$ cat config.mk
export PLATFORM = sky130hd
export DESIGN_NAME = decode_inst_queue
export DESIGN_NICKNAME = d
export VERILOG_FILES = /design/src/rtl/decode_inst_queue.sv
export SDC_FILE = /design/constraint.sdc
export NUM_CORES = 1
export LEC_CHECK = 0
export ABC_AREA = 1
export BUFFER_PORTS_ARGS = -buffer_cell sky130_fd_sc_hd__buf_2
export CAP_MARGIN = 0
export CORE_ASPECT_RATIO = 0.5
export CORE_MARGIN = 1
export CORE_UTILIZATION = 45
export DETAILED_ROUTE_END_ITERATION = 16
export PLACE_DENSITY = 0.69
export SYNTH_ARGS = -nofsm -noshare
export SYNTH_HDL_FRONTEND = slang
export SYNTH_SLANG_ARGS = --single-unit
$ cat constraint.sdc
create_clock -name clk -period 30.8 [get_ports clk]
set_clock_uncertainty 0.2 [all_clocks]
set_input_delay 1.54 -clock clk [delete_from_list [all_inputs] [get_ports clk]]
set_output_delay 1.54 -clock clk [all_outputs]
set_load 0.01 [all_outputs]
$ cat src/rtl/decode_inst_queue.sv
// Instruction packet queue between the decoder and the enabled pipeline
// register in front of rename/issue. First-word fall-through FIFO: the head
// entry is always visible on out_data. Occupancy comes from a count register,
// so equal head and tail pointers are never used to tell full from empty.
//
// Handshake: a transfer happens on a rising edge when valid and ready are both
// high. in_ready depends only on registered state (and reset), never on
// out_ready. out_valid/out_data hold until popped, flushed or reset.
module decode_inst_queue #(
  parameter int WIDTH = 154,
  parameter int DEPTH = 4,
  parameter int CNTW  = $clog2(DEPTH) + 1
) (
  input  logic             clk,
  input  logic             reset,
  input  logic             flush,
  input  logic             in_valid,
  output logic             in_ready,
  input  logic [WIDTH-1:0] in_data,
  output logic             out_valid,
  input  logic             out_ready,
  output logic [WIDTH-1:0] out_data,
  output logic [CNTW-1:0]  count,
  output logic             full,
  output logic             empty
);

  localparam int PW = $clog2(DEPTH);

  logic [WIDTH-1:0] mem_q [DEPTH];
  logic [PW-1:0]    head_q, head_d;
  logic [PW-1:0]    tail_q, tail_d;
  logic [CNTW-1:0]  count_q, count_d;
  logic             push, pop;

  // Status flags derive from the occupancy count only.
  assign full      = (count_q == CNTW'(DEPTH));
  assign empty     = (count_q == '0);
  assign count     = count_q;
  assign in_ready  = ~full & ~reset;
  assign out_valid = ~empty;
  assign out_data  = mem_q[head_q];

  assign push = in_valid & in_ready;
  assign pop  = out_valid & out_ready;

  // Next-state for pointers and count; flush wins over push and pop.
  always_comb begin
    head_d  = head_q;
    tail_d  = tail_q;
    count_d = count_q;
    if (flush) begin
      head_d  = '0;
      tail_d  = '0;
      count_d = '0;
    end else begin
      if (push) tail_d = tail_q + PW'(1);
      if (pop)  head_d = head_q + PW'(1);
      case ({push, pop})
        2'b10:   count_d = count_q + CNTW'(1);
        2'b01:   count_d = count_q - CNTW'(1);
        default: count_d = count_q;
      endcase
    end
  end

  // State registers and storage; reset clears everything immediately.
  always_ff @(posedge clk or posedge reset) begin
    if (reset) begin
      head_q  <= '0;
      tail_q  <= '0;
      count_q <= '0;
      for (int i = 0; i < DEPTH; i++) mem_q[i] <= '0;
    end else begin
      head_q  <= head_d;
      tail_q  <= tail_d;
      count_q <= count_d;
      if (push && !flush) mem_q[tail_q] <= in_data;
    end
  end

endmodule

==> metrics.cfg, run 1 <==
[outcome]
run_status=finished clean

[synth]
synth_cell_types=23
synth_nets=3237
ys_seq_elements=623
syn_area_per_cell_sq_um=8.74
synthCells=3073
syn_area_sq_um=26800
yosys_warnings=0
synth_seq_area_share=0.581

[finish]
nFillCells=5451
multi_input_area_sq_um=9400
final_common_cell=nand2_1
seqCellArea_sq_um=15600
stdcell_count=4061
fin_nets=3399
final_cell_mix=nand2_1, dfrtp_1, o21ai_1
area_growth_pct=13.0
drive_above_1_share=0.138

[clock_network]
cts_made_buffers=57
cts.path.max_buffers=3
clk_pin_slew_ns=0.07
cts_tree=done
ctsRootBufferMaster=clkbuf_16
ctsHoldBuffers=0
cts_setup_buffers=0
cts.sinks=623
clock_latency_ns=0.60
htree_levels=2
cts.repair.resized=0

[timing]
worst_slew_pin_slew_ns=1.25
fin_crit_ns=5.36
fmax_ghz=0.186
holdWs_ns=0.280
hold_violations=0
tns_ns=0
slew_headroom=0.166
finalSetupViolCount=0
rsz0062_at_grt=false
fin_crit_sh=0.174
slew_viol_final=0

[global_routing]
track_usage=0.223
grt_pass1_wl_mm=110
grt_overflow=0
first_global_vias=20900
grt_start_max_net_pins=169
antenna_found_initial=12

[setup_path]
required_ns=29.06
start_kind=register
crit_arrival_ns=3.62
critical_path_peak_fanout=87
crit_path_end_kind=primary output
setup.worst_path.class=register to primary output

[placement]
io_buffers=319
hpwlAfterDp_mm=38.3
dp.cells=3944
place.gp.congestion=0.798

[detailed_routing]
drc_errors=0
drtPass1Iterations=5
viasPerCell=5.35
routed.top_layer=met4
route.met2.wl_mm=33.5
num_vias=21700
drt-initial-drc-count=1791
dr_wl_met3_mm=2.88
routed_wl_mm=68.4
ant_nets=0
wire_per_inst_um=16.8
wl_met1_mm=29.9

[power]
leakage_nw=15.1
peakVddDrop_mv=0.0465
pwr_density_cell_nw_per_um2=80.3

[floorplan]
ios=320
initial_utilization=0.461
die_h_um=175
core-area_sq_um=58200
fp.dieArea_sq_um=60700
die_w_um=347
rows=62

[worst_hold_path]
hp-class=register to register

[run]
max_cap_viol_count=0

## kinds of logic (layout without fill, tap and decap cells)
kind of cell               after synthesis  in the layout  synth area share
AOI/OAI and AO/OA                     1085           1085             0.210
xor gates and xnor gates                 1              1          0.000326
adders and majority gates                5              5           0.00261
buffers and inverters                  403            612            0.0714
DFF                                    623            623             0.581
other                                    0             11                 0
and+or+nand+nor                        956            956             0.135
## worst paths after layout
check | start | end | slack, ns | cells past startpoint
min in group asynchronous | reset | mem_q[167]$_DFFE_PP0P_ | 0.90 | 2
max | head_q[1]$_DFFE_PP0P_ | out_data[71] | 25.44 | 5
min reg2reg | mem_q[432]$_DFFE_PP0P_ | mem_q[432]$_DFFE_PP0P_ | 0.28 | 2
max reg2reg | count[1]$_DFFE_PP0P_ | mem_q[237]$_DFFE_PP0P_ | 27.45 | 7
min | mem_q[432]$_DFFE_PP0P_ | mem_q[432]$_DFFE_PP0P_ | 0.28 | 2
max in group asynchronous | reset | mem_q[102]$_DFFE_PP0P_ | 26.52 | 5
## power by group
part | internal [mW] | switching [mW] | total [mW]
registers | 0.985 | 0.0910 | 1.08
clock network | 0.416 | 0.319 | 0.735
logic | 0.236 | 0.388 | 0.624
total | 1.64 | 0.798 | 2.43
## synth_stat cells
master    instances  area [sq um]
buf_2            49           245
o22ai_1         154           963
dfrtp_1         623         15600
ha_1              4          50.1
nand3b_1          1          7.51
nand2_2           5          31.3
o21ai_1         480          2400
nand2_1         630          2360
nor2_2            1          6.26
buf_4             1          7.51
nand3_4           1          17.5
buf_1             6          22.5
clkbuf_1        137           514
a21boi_0          1          7.51
inv_1           165           619
buf_6            45           507
o21ai_0         447          2240
nor2_1          310          1160
a21oi_1           3          15.0
fa_1              1          20.0
xnor2_1           1          8.76
nor2_4            1          11.3
nand3_1           7          35.0
## registers in the layout, indices dropped and copies added (netlist names)
register and cells:
mem_q 616, count 3, head_q 2, tail_q 2
## metal layers
metal / vias up / track usage
met5: - / 0
met4: 0 / 0.0841
met3: 111 / 0.0295
met2: 534 / 0.380
met1: 10500 / 0.292
li1: 10600 / -
## critical path, stage by stage, from the launching register on
cell and delay (ns):
dfrtp_4 0.61, inv_4 0.82, buf_4 0.83, o21ai_0 0.26
o22ai_1 0.22, buf_2 0.19
## layout make-up
cell class | count | area share
Sequential cell | 623 | 0.514
Multi-Input combinational cell | 2047 | 0.310
Timing Repair Buffer | 341 | 0.0585
Clock buffer | 79 | 0.0554
Tap cell | 768 | 0.0317
Inverter | 165 | 0.0210
Clock inverter | 27 | 0.00842
Antenna cell | 11 | 0.000908
## per-stage QoR
stage	instance area (sq um)	setup slack [ns]	total power [mW]	util
after floorplan	26800	11.54	1.48	-
after global routing	30300	25.22	2.58	0.521
final	30300	25.44	2.43	0.521
after CTS	30300	25.44	2.46	0.521
after detailed placement	28400	25.71	1.71	0.488
after global placement	28400	25.74	1.70	0.488
No activity file was read; power rests on OpenSTA's default activity.
==> inputs of run 2 (changes only) <==
PLACE_DENSITY = 0.72   (was 0.69)
clock period = 4.4 ns   (was 30.8 ns; I/O delays follow)
==> run 2 against run 1 <==
  * First-iteration DRC count up 10%
  * Via count rose by 4.2%
  * Total power grew to 7.0 times the previous value
  * Register-to-register slack got worse by 26 ns
  * Clock power grew to 6.6 times the previous value
  * Critical path depth unchanged
  * Die area stayed put
  * Largest cell class unchanged
  * Non-clock buffer count is 163 higher
  * Critical endpoint is now out_data[91]
  * Setup slack got worse by 24 ns
  * Cell count grew 3.5%
  * Sequential power grew to 7.0 times the previous value
==> metrics.cfg, run 2 (synthesis gave the netlist of run 1 again) <==
[timing]
slew_viol_final=0
rsz0062_at_grt=false
worst_slew_pin_slew_ns=1.15
fin_crit_sh=0.767
fmax_ghz=0.296
tns_ns=0
layout_setup_ws_ns=1.03
finalSetupViolCount=0
slew_headroom=0.236
hold_violations=0
fin_crit_ns=3.37

[global_routing]
first_global_vias=22000
track_usage=0.230
grt_pass1_wl_mm=114
grt_start_max_net_pins=209
grt_overflow=0
antenna_found_initial=3

[detailed_routing]
ant_nets=0
num_vias=22600
routed_wl_mm=70.6
drc_errors=0
drt-initial-drc-count=1971
wire_per_inst_um=16.8
drtPass1Iterations=5
viasPerCell=5.39

[clock_network]
cts.sinks=623
cts_made_buffers=57
htree_levels=2
clock_latency_ns=0.59
cts.repair.resized=0
clk_pin_slew_ns=0.06
ctsRootBufferMaster=clkbuf_16
cts_tree=done
cts.path.max_buffers=3

[power]
pwr_density_cell_nw_per_um2=531
peakVddDrop_mv=0.289
power_frac_seq=0.445
p_int_mw=11.4
swShare=0.328
switchingPower_mw=5.56
combinationalPowerShare=0.269
leakage_nw=15.7
clkPwrFrac=0.286
p_total_mw=16.9

[finish]
stdcell_count=4204
fin_nets=3562
largest_register_ffs=616
nFillCells=5188
regMostFlops=mem_q
area_growth_pct=18.8
final_common_cell=nand2_1
drive_above_1_share=0.128
fin_area_sq_um=31900
final_cell_mix=nand2_1, dfrtp_1, o21ai_1

[setup_path]
required_ns=3.98
crit_path_end_kind=primary output
critical_path_peak_fanout=153
setup.worst_path.class=register to primary output
crit_arrival_ns=2.95
start_kind=register

[floorplan]
die_h_um=175
core-area_sq_um=58200
fp.dieArea_sq_um=60700
ios=320
initial_utilization=0.461
die_w_um=347
rows=62

[placement]
place.gp.congestion=0.811
dp.cells=3946
place_ws_ns=1.54
place_area_sq_um=28500
hpwlAfterDp_mm=38.6
io_buffers=319

[run]
max_cap_viol_count=0

[outcome]
run_status=finished clean

[worst_hold_path]
hp-class=primary input to register

-- run 2: cell count changes in the layout (fill, tap and decap cells not counted), moves of 2 or more --
| cell | previous run | this run |
|---|---|---|
| dlygate4sd3_1 | 0 | 161 |
| o21ai_0 | 447 | 395 |
| o21ai_1 | 480 | 532 |
| buf_12 | 1 | 11 |
| clkinv_2 | 17 | 8 |
| buf_4 | 21 | 13 |
| diode_2 | 11 | 3 |
| clkbuf_1 | 7 | 13 |
| inv_6 | 4 | 0 |
| clkbuf_8 | 13 | 10 |
| clkbuf_16 | 59 | 57 |
| clkinv_4 | 0 | 2 |
-- run 2: worst paths after layout --
path	start	end	slack [ns]	cells after the start
worst max-delay path	head_q[0]$_DFFE_PP0P_	out_data[91]	1.03	5
worst min-delay path	in_data[135]	mem_q[597]$_DFFE_PP0P_	0.25	4
worst max register to register	count[0]$_DFFE_PP0P_	mem_q[111]$_DFFE_PP0P_	1.46	8
worst min register to register	mem_q[446]$_DFFE_PP0P_	mem_q[446]$_DFFE_PP0P_	0.28	2
max in group asynchronous	reset	mem_q[574]$_DFFE_PP0P_	2.03	5
min in group asynchronous	reset	tail_q[1]$_DFFE_PP0P_	0.42	4
-- run 2: metrics by stage --
stage	hold slack, ns	utilization
final	0.253	0.548
after global routing	0.253	0.548
after CTS	0.223	0.548
after detailed placement	0.268	0.490
after global placement	0.261	0.490
after floorplan	0.181	-
-- run 2: area by class of cell --
type | count | area (sq um) | area share
clock inverters | 14 | 164 | 0.00514
flip-flops and latches | 623 | 15600 | 0.489
repair buffers | 504 | 3530 | 0.111
clock buffers | 80 | 1610 | 0.0506
inverters | 165 | 633 | 0.0198
multi-input cells | 2047 | 9400 | 0.295
diodes | 3 | 7.51 | 0.000235
well taps | 768 | 961 | 0.0301
-- run 2: power by group through the flow --
stage          logic (mW)  registers [mW]  clock network, mW
5_1_grt              5.09            7.67               5.18
3_3_place_gp         4.36            7.57                  0
6_report             4.56            7.53               4.85
3_5_place_dp         4.44            7.61                  0
4_1_cts              4.58            7.52               4.96
2_1_floorplan        2.96            7.45                  0
-- run 2: repair_timing --
item,4_1_cts,5_1_grt
endpoints found under the hold margin,771,0
hold buffers,161,0
buffers inserted,0,0
-- run 2: worst max-delay path: stages, from the launching register on --
cell and delay [ns]:
dfrtp_4 0.70, inv_8 0.69, buf_4 0.38, o21ai_0 0.10, o22ai_1 0.15, buf_2 0.17
-- run 2: per-layer routing --
layer  vias to the layer above  GRT usage  wire length, um
li1                      10900          -                -
met1                     11000      0.296            30200
met2                       617      0.390            34300
met3                       175     0.0287             2980
met4                         0      0.103             3190
met5                         -          0                0
==> inputs of run 3 (changes only) <==
ABC_AREA = 0   (was 1)
PLACE_DENSITY = 0.69   (was 0.72)
clock period = 3.2 ns   (was 4.4 ns; I/O delays follow)
==> run 3 against run 2 <==
  * Non-clock buffer count up 15
  * Combinational power grew 85%
  * Total power grew 59%
  * Highest routed layer unchanged
==> metrics.cfg, run 3 <==
[floorplan]
ios=320
core-area_sq_um=61300
initial_utilization=0.456
fp.dieArea_sq_um=63100
rows=64
die_h_um=178
die_w_um=354

[synth]
synth_edf_count=0
yosys.area.top_type=dfrtp_1
synth_top_area_share=0.558
synth_seq_area_share=0.558
ys_top_cells_by_count=dfrtp_1, mux2_2, mux2_4
synth_cell_types=30
syn_area_per_cell_sq_um=18.1
async_flop_share=1.00
synthCells=1545
yosys_warnings=0
syn_area_sq_um=27900
synth_area_leaders=dfrtp_1, mux2_2, mux2_4, mux4_2, buf_6
yosysMostFrequentCell=dfrtp_1
ys_seq_elements=623
synth_nets=1709
synthFlopType=dfrtp_1

[global_routing]
antenna_found_initial=1
grt_overflow=0
track_usage=0.196
grt_start_max_net_pins=66
grt_pass1_wl_mm=97.7
first_global_vias=16800

[placement]
place.gp.congestion=0.765
dp.cells=2628
place_ws_ns=0.687
io_buffers=319
hpwlAfterDp_mm=37.6

[finish]
final_common_cell=dfrtp_1
seqCellArea_sq_um=15600
stdcell_count=2889
regMostFlops=mem_q
drive_above_1_share=0.597
fin_nets=2184
multi_input_area_sq_um=11600
area_growth_pct=22.0
nFillCells=4790
final_cell_mix=dfrtp_1, mux2_2, buf_2
largest_register_ffs=616

[setup_path]
crit_path_end_kind=primary output
crit_family=flip-flops
start_kind=register
crit_buf_inv=2
regToRegStartpoint=count[2]$_DFFE_PP0P_
required_ns=2.84
critical_path.cell_chain=buf_12 -> mux4_2 -> buf_2
crit_arrival_ns=2.49
rr_worst_depth=5
cp_slowest_cell=dfrtp_4
ff2ff_setup_slack_ns=0.71
cpPeakStageDelay_ns=0.80
reg2reg_to=mem_q[112]$_DFFE_PP0P_
setup.worst_path.class=register to primary output
critical_path_peak_fanout=28

[timing]
finalSetupViolCount=0
tns_ns=0
fin_crit_ns=2.85
holdWs_ns=0.161
worst_slew_pin_slew_ns=1.04
fmax_ghz=0.351
hold_violations=0
rsz0062_at_grt=false
layout_setup_ws_ns=0.354
slew_viol_final=0
slew_headroom=0.308
fin_crit_sh=0.889

[clock_network]
cts_setup_buffers=0
ctsRootBufferMaster=clkbuf_16
cts.path.max_buffers=3
htree_levels=2
cts_made_buffers=57
cts.sinks=623
cts_tree=done
clk_pin_slew_ns=0.07
clock_latency_ns=0.61

[detailed_routing]
routed_wl_mm=60.9
ant_nets=0
num_vias=15200
drt-initial-drc-count=655
wire_per_inst_um=21.1
drtPass1Iterations=4
drc_errors=0
viasPerCell=5.26

[power]
p_int_mw=19.3
swShare=0.282
clkPwrFrac=0.262
pwr_density_cell_nw_per_um2=790
power_frac_seq=0.425
p_total_mw=26.9
combinationalPowerShare=0.313
leakage_nw=15.5
peakVddDrop_mv=0.431
switchingPower_mw=7.60

[worst_hold_path]
hold-path-endpoint=mem_q[45]$_DFFE_PP0P_
whs_path_depth=3
hold_start=in_data[45]
hp-class=primary input to register

[outcome]
run_status=finished clean

[run]
max_cap_viol_count=0

[run 3: cells by family after synthesis]
logic type / Yosys count / share of synthesized area
AOI/OAI and AO/OA: 6 / 0.00161
buffers and inverters: 108 / 0.0252
xor gates and xnor gates: 3 / 0.000941
adders and majority gates: 5 / 0.00251
DFF: 623 / 0.558
muxes: 773 / 0.406
and+or+nand+nor: 27 / 0.00573
[run 3: worst max-delay path by stage]
stage               cells past startpoint                endpoint                   from  slack, ns
floorplan                               1    count[0]$_DFFE_PP0P_                  reset      -5.66
global placement                        5  mem_q[117]$_DFFE_PP0P_   count[2]$_DFFE_PP0P_       0.73
detailed placement                      5  mem_q[113]$_DFFE_PP0P_   count[2]$_DFFE_PP0P_       0.69
CTS                                     3           out_data[125]  head_q[0]$_DFFE_PP0P_       0.28
global route                            3           out_data[136]  head_q[0]$_DFFE_PP0P_       0.21
finish                                  3           out_data[136]  head_q[0]$_DFFE_PP0P_       0.35
[run 3: what timing repair did]
action | in CTS | in global routing
resized for setup | 0 | 0
hold buffers | 158 | 0
endpoints found under the hold margin | 636 | 0
[run 3: worst register-to-register path, cell delays in order (launching register included)]
cell and delay [ns]:
dfrtp_1 0.45, nor3b_4 0.21, nor4b_2 0.37, and2_4 0.41, buf_12 0.35, mux2_2 0.38
[run 3: cell type report]
cell class	count	area share
Clock buffer	83	0.0492
Clock inverter	18	0.00705
Timing Repair Buffer	519	0.113
Multi-Input combinational cell	814	0.342
Antenna cell	2	0.000147
Sequential cell	623	0.458
Tap cell	825	0.0303
Inverter	5	0.000661
[run 3: per-stage QoR]
stage / instance area (sq um) / utilization
2_1_floorplan: 27900 / -
3_3_place_gp: 30600 / 0.499
3_5_place_dp: 30600 / 0.499
4_1_cts: 34100 / 0.556
5_1_grt: 34100 / 0.556
6_report: 34100 / 0.556
[run 3: power by group through the flow]
stage / logic [mW] / registers [mW] / clock network [mW]
floorplan: 5.91 / 11.1 / 0
global placement: 8.23 / 11.5 / 0
detailed placement: 8.39 / 11.6 / 0
CTS: 8.59 / 11.5 / 7.25
global route: 9.01 / 11.8 / 7.56
finish: 8.43 / 11.4 / 7.04
[run 3: layer usage]
| metal | up-vias | global-route usage | part of all wire |
|---|---|---|---|
| li1 | 6708 | - | - |
| met1 | 8209 | 0.255 | 0.43 |
| met2 | 178 | 0.341 | 0.52 |
| met3 | 94 | 0.0320 | 0.028 |
| met4 | 0 | 0.0585 | 0.026 |
| met5 | - | 0 | 0 |
